--- src/rtl/k502_lbuf_ctrl.sv ---
// k502_lbuf_ctrl -- sprite line-buffer controller (ping-pong, two banks per word).
//
// Each line-buffer word is {bank1, bank0}, COL_W bits per bank. The display bank
// (OSEL) is read out to COL and cleared to TRANSP on write-back. The other bank is
// the draw bank, and the incoming sprite pixel is merged into it by priority.
// A 0->1 transition of H256 swaps the banks and starts a new line.
//
// Ports:
//   CLK, RESET (async, active-low), CEN (pixel-rate enable)
//   LD0              word strobe; LB_RD/SPAL/SPAL_VLD are sampled on accept
//   H256             line phase; a rising level swaps the banks
//   SPAL, SPAL_VLD   sprite pixel and its valid qualifier
//   LB_RD            line-buffer read word
//   LB_WR, LB_WE     write-back word and its strobe (one cycle after each accept)
//   OSEL, OCLR       display bank select and its complement
//   OLD              active-low bank-swap pulse
//   COL              {displayed pixel == TRANSP, displayed pixel}
//   COLL             sticky per-line collision flag
module k502_lbuf_ctrl #(
    parameter int               COL_W     = 4,
    parameter logic [COL_W-1:0] TRANSP    = {COL_W{1'b0}},
    parameter bit               PRIO_MODE = 1'b0
) (
    input  logic                 CLK,
    input  logic                 RESET,
    input  logic                 CEN,
    input  logic                 LD0,
    input  logic                 H256,
    input  logic [COL_W-1:0]     SPAL,
    input  logic                 SPAL_VLD,
    input  logic [2*COL_W-1:0]   LB_RD,
    output logic [2*COL_W-1:0]   LB_WR,
    output logic                 LB_WE,
    output logic                 OSEL,
    output logic                 OCLR,
    output logic                 OLD,
    output logic [COL_W:0]       COL,
    output logic                 COLL
);

    // Merge the sprite pixel into the draw-bank pixel according to the priority mode.
    function automatic logic [COL_W-1:0] draw_pix(
        input logic [COL_W-1:0] w,
        input logic [COL_W-1:0] sp,
        input logic             op
    );
        logic [COL_W-1:0] r;
        if (PRIO_MODE) begin
            r = op ? sp : w;
        end else begin
            r = (op && (w == TRANSP)) ? sp : w;
        end
        return r;
    endfunction

    logic                 h256_q_r;
    logic                 bank_r;
    logic                 oclr_r;
    logic                 old_r;
    logic                 lb_we_r;
    logic                 coll_r;
    logic [COL_W:0]       col_r;
    logic [2*COL_W-1:0]   lb_wr_r;

    logic                 acc_s;
    logic                 swap_s;
    logic                 op_s;
    logic                 hit_s;
    logic [COL_W-1:0]     d_s;
    logic [COL_W-1:0]     w_s;
    logic [COL_W-1:0]     drawn_s;
    logic [2*COL_W-1:0]   wr_next_s;

    assign acc_s   = CEN & LD0;
    // The swap edge still processes its word with the old bank; bank_r changes after.
    assign swap_s  = acc_s & H256 & ~h256_q_r;
    assign op_s    = SPAL_VLD && (SPAL != TRANSP);
    assign hit_s   = op_s && (w_s != TRANSP);
    assign drawn_s = draw_pix(w_s, SPAL, op_s);

    // Split the read word into display and draw pixels and build the write-back word.
    always_comb begin
        d_s       = LB_RD[COL_W-1:0];
        w_s       = LB_RD[2*COL_W-1:COL_W];
        wr_next_s = {drawn_s, TRANSP};
        if (bank_r) begin
            d_s       = LB_RD[2*COL_W-1:COL_W];
            w_s       = LB_RD[COL_W-1:0];
            wr_next_s = {TRANSP, drawn_s};
        end else begin
            d_s       = LB_RD[COL_W-1:0];
            w_s       = LB_RD[2*COL_W-1:COL_W];
            wr_next_s = {drawn_s, TRANSP};
        end
    end

    // Bank state, swap pulse, datapath registers and collision flag.
    always_ff @(posedge CLK or negedge RESET) begin
        if (!RESET) begin
            h256_q_r <= 1'b0;
            bank_r   <= 1'b0;
            oclr_r   <= 1'b1;
            old_r    <= 1'b1;
            lb_we_r  <= 1'b0;
            coll_r   <= 1'b0;
            col_r    <= {1'b1, TRANSP};
            lb_wr_r  <= {2*COL_W{1'b0}};
        end else begin
            // The write strobe lasts a single clock so one accept gives one RAM write.
            lb_we_r <= acc_s;
            if (CEN) begin
                old_r <= ~swap_s;
            end
            if (acc_s) begin
                h256_q_r <= H256;
                col_r    <= {(d_s == TRANSP), d_s};
                lb_wr_r  <= wr_next_s;
                if (swap_s) begin
                    bank_r <= ~bank_r;
                    oclr_r <= bank_r;
                    coll_r <= 1'b0;
                end else if (hit_s) begin
                    coll_r <= 1'b1;
                end
            end
        end
    end

    assign LB_WR = lb_wr_r;
    assign LB_WE = lb_we_r;
    assign OSEL  = bank_r;
    assign OCLR  = oclr_r;
    assign OLD   = old_r;
    assign COL   = col_r;
    assign COLL  = coll_r;

endmodule
--- config.mk ---
export PLATFORM = sky130hd
export DESIGN_NAME = k502_lbuf_ctrl
export DESIGN_NICKNAME = d
export VERILOG_FILES = /design/src/rtl/k502_lbuf_ctrl.sv
export SDC_FILE = /design/constraint.sdc
export NUM_CORES = 1
export LEC_CHECK = 0
export CORE_UTILIZATION = 42
export DETAILED_ROUTE_END_ITERATION = 10
export PLACE_DENSITY = 0.77
export SLEW_MARGIN = 10
export SYNTH_ARGS = -nofsm -noshare
export SYNTH_HDL_FRONTEND = slang
export SYNTH_SLANG_ARGS = --single-unit
export TNS_END_PERCENT = 100
--- constraint.sdc ---
create_clock -name CLK -period 1.2 [get_ports CLK]
set_input_delay 0.24 -clock CLK [delete_from_list [all_inputs] [get_ports CLK]]
set_output_delay 0.24 -clock CLK [all_outputs]
set_load 0.01 [all_outputs]
### Yosys cells after proc, flatten, opt, wreduce, memory -nomap -nowiden

Cells that the tools add are included.

* register bits: 19
* latch bits: 0
* RAM bits: 0
* memory bits (read-only): 0
* input port bits: 18
* output and inout port bits: 18
* word-level logic and storage cells: 30
* memories: 0

* add/sub/neg operators: 0
* $mul: 0
* divide/modulo/power cells: 0
* $lt $le $gt $ge: 0
* equality and inequality tests: 0
* shifts and indexed selects: 0
* multiplexer cells: 6
* bitwise gates (word level): 6
* reductions and logical operators: 10

Operators with widths (number)
* $mux W4: 3
* $logic_not A4 Y1: 2
* $mux W8: 1
* $reduce_bool A4 Y1: 2
* $reduce_and A2 Y1: 2
* $and A1 B1 Y1: 3
* $logic_and A1 B1 Y1: 3
* $not A1 Y1: 3
* $mux W1: 2
* $reduce_bool A2 Y1: 1

### Logic depth before layout (Yosys ltp)

Gate-level depths: netlist of run 1.

* depth in word-level cells: 5
* gate-level depth with buffers: 5
* gate-level depth less buffers: 4

### Worst setup path before layout of run 1

No wires, ideal clock.

* path kind: flip-flop to flip-flop
* start point: register bank_r, in the netlist OSEL
* end point: register col_r[1], in the netlist COL[1]
* setup time: 136 ps
* arrival: 911 ps
* data required time: 1064 ps
* setup slack: 154 ps
* stages on the path, launching flop included: 4
* buffers on the path: 1
* clock period less this slack: 1046 ps
* cell sequence: dfrtp_1 > buf_2 > mux2i_1 > o21ai_0

* cells in the longest elaborated chain, start to end: 1

RTL lines
* start: declaration: RTL line 57 `logic bank_r;`
* start signal: assignment: RTL line 119 `bank_r <= ~bank_r;`
* $mux W4: RTL line 86 `if (bank_r) begin`
* end signal: assignment: RTL line 106 `col_r <= {1'b1, TRANSP};`
* end signal: assignment: RTL line 116 `col_r <= {(d_s == TRANSP), d_s};`
* end: declaration: RTL line 62 `logic [COL_W:0] col_r;`

Every way passes these cells.
A chain may end at the register's enable or synchronous reset.

### Worst setup path in the final report of run 1

* start point: input SPAL[3]
* end point: register coll_r, in the netlist COLL

* cells in the longest elaborated chain, start to end: 5

RTL lines
* start: declaration: RTL line 29 `input logic [COL_W-1:0] SPAL,`
* $reduce_bool A4 Y1: RTL line 77 `assign op_s = SPAL_VLD && (SPAL != TRANSP);`
* $logic_and A1 B1 Y1: RTL line 77
* $logic_and A1 B1 Y1: RTL line 78 `assign hit_s = op_s && (w_s != TRANSP);`
* $reduce_bool A2 Y1 (no source line)
* $reduce_and A2 Y1 (no source line)
* end signal: assignment: RTL line 105 `coll_r <= 1'b0;`
* end signal: assignment: RTL line 121 `coll_r <= 1'b0;`
* end signal: assignment: RTL line 123 `coll_r <= 1'b1;`
* end: declaration: RTL line 61 `logic coll_r;`

Every way passes these cells.

==> impl_metrics.ini, run 1 <==
[run_status]
outcome = finished, final reports clean

[job]
max_cap_violations = 0

[critical_path]
startpoint_type = input port
cp.required_ns = 1.41
path_max_fanout = 2
worst_ep_arrival_time_ns = 1.40
path_class = in2reg
critical_path.endpoint_type = flop

[floorplan]
ios = 36
die_x_um = 48.6
fp.dieH_um = 48.6
initial_utilization_pct = 45.5
num_rows = 16
core_area_um2 = 2000
die_area_um2 = 2360

[synthesis]
synth_xor_area_share_pct = 0.962
avgSynthCellArea_um2 = 10.5
yosysSeqAreaShare_pct = 52.6
netlist_instances = 87
synth.distinct_cells = 23
synth_warnings = 0
synth_fa_ha_area_share_pct = 0
netlist_area_um2 = 911
synth.mux.area_fraction_pct = 7.97
synth_top_family_by_area = simple AND/OR/NAND/NOR gates
ys_ff_latch = 19
synth_fp_nets = 105
synth-simple-area-share_pct = 24.0
synth_compound_area_share_pct = 11.3

[clocking]
cts_made_buffers = 3
htree_levels = 1
clock_path_buffers = 2
root_buffer = clkbuf_4
cts_hold_buffers = 0
tritoncts = built
clock_latency_ns = 0.30
clkTransAtPathRegs_ns = 0.11
cts.sinks = 19

[global_routing]
grt_pass1_vias = 871
antenna_found_initial = 0
grt_max_degree = 23
track_usage_pct = 22.0
grt_pass1_wl_um = 3920
grt_overflow = 0

[power_and_ir_drop]
internal_power_mw = 1.62
static-leakage-power_nw = 0.727
power_mw = 2.39
swShare_pct = 32.1
power_frac_comb_pct = 49.1
clkPwrFrac_pct = 13.6
seq_power_share_pct = 37.3
power_per_cell_area_nw_per_um2 = 1540
peakVddDrop_mv = 1.07
switching_power_uw = 768

[drt]
drtIter0Drc = 25
wire_per_inst_um = 14.4
detail_route.vias_per_cell = 5.26
drt_first_pass_iters = 4
wirelength_um = 2550
drc = 0
vias = 931
ant_nets = 0

[cells_and_area]
n_antenna_cell = 0
regArea_um2 = 479
fill_cells = 141
multi_input_area_um2 = 418
num-nets-final = 169
utilization_pct = 77.8
syn2layout_area_growth_pct = 70.9
drive_above_1_share_pct = 36.0

[timing]
final.period_utilization_pct = 99.7
holdWs_ns = 0.269
max_freq_mhz = 835
setup_viol = 0
fin_skew_ns = 0.0103
finalCriticalPeriod_ns = 1.20
relSlewSlack_pct = 75.5
worstMarginPinSlew_ns = 0.365
timing.final.hold_violations = 0
rsz0062_at_grt = yes
drv_slew = 0

[placement]
gp_congestion = 0.822
port_buffers = 35
dp_hpwl_um = 1700

[hold_path]
hp-class = in2async
[cells in the final DEF, fill, tap and decap left out, types with 4 or more instances in the layout]
master	count
buf_4	24
dfrtp_1	16
clkdlybuf4s50_1	11
nand2_1	10
nor2_1	8
clkbuf_2	8
a21oi_1	7
clkdlybuf4s15_1	7
nand4_1	5
mux2i_1	5
nand4b_1	5
o21ai_0	4
a31oi_1	4
buf_6	4
[worst max-delay path, cell delays in order]
cell             delay [ns]
clkdlybuf4s50_1        0.42
or4_4                  0.54
nand4_1                0.14
o21ai_2                0.06
[registers in the layout (all words and copies together) (netlist names)]
name      cells
COL           5
OCLR          1
OSEL          1
LB_WE         1
OLD           1
h256_q_r      1
COLL          1
LB_WR         8
[repair_timing]
item                                    in CTS  in global routing
resized for setup                           52                 15
setup buffers                                8                  4
endpoints found under the setup margin      28                 23
gates cloned                                 0                  1
pin swaps                                    4                  6
[power by group through the flow]
stage / clock network (mW) / logic, mW / registers (mW)
floorplan: 0 / 0.360 / 0.975
global placement: 0 / 0.911 / 0.899
detailed placement: 0 / 0.922 / 0.908
CTS: 0.331 / 1.03 / 0.888
global route: 0.357 / 1.25 / 0.910
finish: 0.326 / 1.17 / 0.892
[worst paths after layout]
kind | slack (ns) | cells after the start | endpoint | startpoint
max | 0.003 | 4 | COLL$_DFFE_PN0P_ | SPAL[3]
min | 0.27 | 2 | LB_WR[4]$_DFFE_PN0P_ | RESET
max reg2reg | 0.02 | 4 | COLL$_DFFE_PN0P_ | OSEL$_DFFE_PN0P_
min reg2reg | 0.48 | 2 | COL[4]$_DFFE_PN1P_ | COL[4]$_DFFE_PN1P_
max in group asynchronous | 0.70 | 2 | COL[4]$_DFFE_PN1P_ | RESET
min in group CLK | 0.38 | 3 | COL[1]$_DFFE_PN0P_ | LB_RD[1]
[cell type report]
cell class,instances,area share [%]
Inverter,1,0.241
Timing Repair Buffer,64,38.2
Tap cell,27,2.17
Sequential cell,19,30.8
Multi-Input combinational cell,62,26.8
Clock inverter,1,0.322
Clock buffer,3,1.45
[cells in the mapped netlist (all sizes together)]
library cell | count | share of area, %
clkbuf | 2 | 0.82
buf | 3 | 1.9
nand2 | 10 | 4.1
o21a | 1 | 0.82
or4 | 1 | 0.82
or2b | 1 | 0.82
o21ai | 6 | 3.3
xnor2 | 1 | 0.96
nand4b | 5 | 4.8
nand2b | 3 | 2.1
nor2 | 8 | 3.3
mux2i | 5 | 5.5
dfstp | 3 | 8.7
a21oi | 8 | 4.4
inv | 1 | 0.41
nand4 | 5 | 3.4
dfrtp | 16 | 44
a31oi | 4 | 2.7
nor4 | 2 | 4.7
mux2 | 2 | 2.5
[kinds of logic (layout without fill, tap and decap cells)]
logic type	Yosys count	in the layout
muxes	7	7
AOI/OAI and AO/OA	19	19
DFF	19	19
and+or+nand+nor	35	35
buffers and inverters	6	69
xor gates and xnor gates	1	1
[metrics by stage]
stage               std cells  worst slack (ns)  instance area (µm²)  TNS (ns)
global route              177           -0.0200                 1560   -0.0844
finish                    177           0.00305                 1560         0
detailed placement        160            -0.372                 1420     -4.49
CTS                       172          0.000825                 1520         0
floorplan                  87             0.154                  911         0
global placement          160            -0.350                 1420     -4.00
[routing by layer]
metal  GRT usage (%)  wire [µm]
met5               0          0
met4            7.84         46
met3            4.72        191
met2            36.4       1280
met1            28.3       1040
Power figures use the tool's default switching activity.
==> inputs of run 2 (changes only) <==
- CORE_UTILIZATION: 42 -> 40
- CTS_BUF_LIST: default -> sky130_fd_sc_hd__clkbuf_4
- PLACE_DENSITY: 0.77 -> 0.74
- REMOVE_ABC_BUFFERS: default -> 1
==> impl_metrics.ini, run 2 (synthesized netlist as in run 1, its figures left out) <==
[drt]
drt_first_pass_iters = 4
vias = 900
detail_route.vias_per_cell = 5.26
wirelength_um = 2410
drc = 0
ant_nets = 0
drtIter0Drc = 24
wire_per_inst_um = 14.1

[clocking]
cts.sinks = 19
tritoncts = built
cts_hold_buffers = 0
cts_made_buffers = 3
clkTransAtPathRegs_ns = 0.11
clock_path_buffers = 2
htree_levels = 1
clock_latency_ns = 0.28
root_buffer = clkbuf_4

[timing]
timing.final.hold_violations = 0
worstMarginPinSlew_ns = 0.384
worst_slack_ns = -0.00666
final.period_utilization_pct = 101
rsz0062_at_grt = yes
relSlewSlack_pct = 74.2
setup_viol = 1
max_freq_mhz = 829
fin_tns_setup_ns = -0.00666
fin_skew_ns = 0.00193
drv_slew = 0
finalCriticalPeriod_ns = 1.21

[critical_path]
critPathBufInv = 1
path_class = reg2out
path_max_fanout = 2
crit_path_end = LB_WR[5]
worstPathCellList = clkdlybuf4s15_1
cp_num_cells = 1
cp.required_ns = 0.96
r2r_start = OSEL$_DFFE_PN0P_
critical-path-top-delay-family = flip-flops
worstRegToRegCells = 4
critical_path.endpoint_type = primary output
critical_path.startpoint = LB_WR[5]$_DFFE_PN0P_
worst_ep_arrival_time_ns = 0.97
startpoint_type = flop
rrSetupSlack_ns = 0.03
slowest_stage = dfrtp_1
rr_endpoint = COLL$_DFFE_PN0P_
slowest_delay_ns = 0.42

[run_status]
outcome = finished with violations
violations = setup timing

[global_routing]
grt_pass1_wl_um = 4030
grt_pass1_vias = 924
grt_max_degree = 25
track_usage_pct = 21.3
antenna_found_initial = 0
grt_overflow = 0

[cells_and_area]
multi_input_area_um2 = 417
regArea_um2 = 479
final_cell_mix = buf_4, dfrtp_1, clkdlybuf4s50_1
n_antenna_cell = 0
fill_cells = 178
final_common_cell = buf_4
syn2layout_area_growth_pct = 63.2
largest_reg_flops = 8
num-nets-final = 163
drive_above_1_share_pct = 34.0

[placement]
pre_cts_slack_ns = -0.367
dp_hpwl_um = 1720
gp_congestion = 0.784
port_buffers = 35

[floorplan]
ios = 36
die_x_um = 49.7
fp.dieH_um = 49.7
core_area_um2 = 2040
initial_utilization_pct = 44.6
num_rows = 16
die_area_um2 = 2470

[job]
max_cap_violations = 0

[hold_path]
hp-class = in2async

[power_and_ir_drop]
power_per_cell_area_nw_per_um2 = 1490
static-leakage-power_nw = 0.680
peakVddDrop_mv = 1.21
-- run 2: layout make-up --
class,count,area share (%)
Multi-Input combinational cell,62,28.0
Clock buffer,4,2.02
Tap cell,27,2.27
Sequential cell,19,32.2
Timing Repair Buffer,58,35.2
Inverter,1,0.253
-- run 2: routing by layer --
layer	vias to the layer above	wire length, µm	share of wire [%]	track usage, %
li1	429	-	-	-
met1	435	1010	42	25.7
met2	32	1280	53	38.7
met3	4	96	4.0	2.47
met4	0	30	1.2	7.14
met5	-	0	0	0
-- run 2: timing repair --
action	CTS	global route
pin swaps	6	3
gates resized for setup	43	22
setup buffers	2	2
endpoints found under the setup margin	27	22
hold endpoints to repair	0	0
-- run 2: worst min path at each step --
stage,to,slack (ns)
CTS,COL[2]$_DFFE_PN0P_,0.28
global placement,h256_q_r$_DFFE_PN0P_,0.45
floorplan,COLL$_DFFE_PN0P_,-0.06
finish,LB_WR[4]$_DFFE_PN0P_,0.28
detailed placement,h256_q_r$_DFFE_PN0P_,0.46
global route,COL[2]$_DFFE_PN0P_,0.27
-- run 2: where the power goes --
group / switching, mW / total, mW / leakage [nW] / internal [mW]
Sequential: 0.0909 / 0.897 / 0.222 / 0.806
Combinational: 0.442 / 0.980 / 0.440 / 0.538
Clock: 0.188 / 0.339 / 0.0184 / 0.151
-- run 2: through the flow --
step | cell area (µm²) | cells | hold slack [ns] | util (%) | total power, mW
3_3_place_gp | 1450 | 163 | 0.448 | 71.0 | 1.87
5_1_grt | 1490 | 171 | 0.271 | 72.8 | 2.36
2_1_floorplan | 886 | 82 | -0.0556 | - | 1.30
6_report | 1490 | 171 | 0.279 | 72.8 | 2.22
4_1_cts | 1470 | 169 | 0.279 | 72.1 | 2.18
3_5_place_dp | 1450 | 163 | 0.461 | 71.0 | 1.90
==> inputs of run 3 (changes only) <==
- CAP_MARGIN: default -> 20
==> results of run 3 <==
Final layout, timing and power as in run 2 (identical DEF).
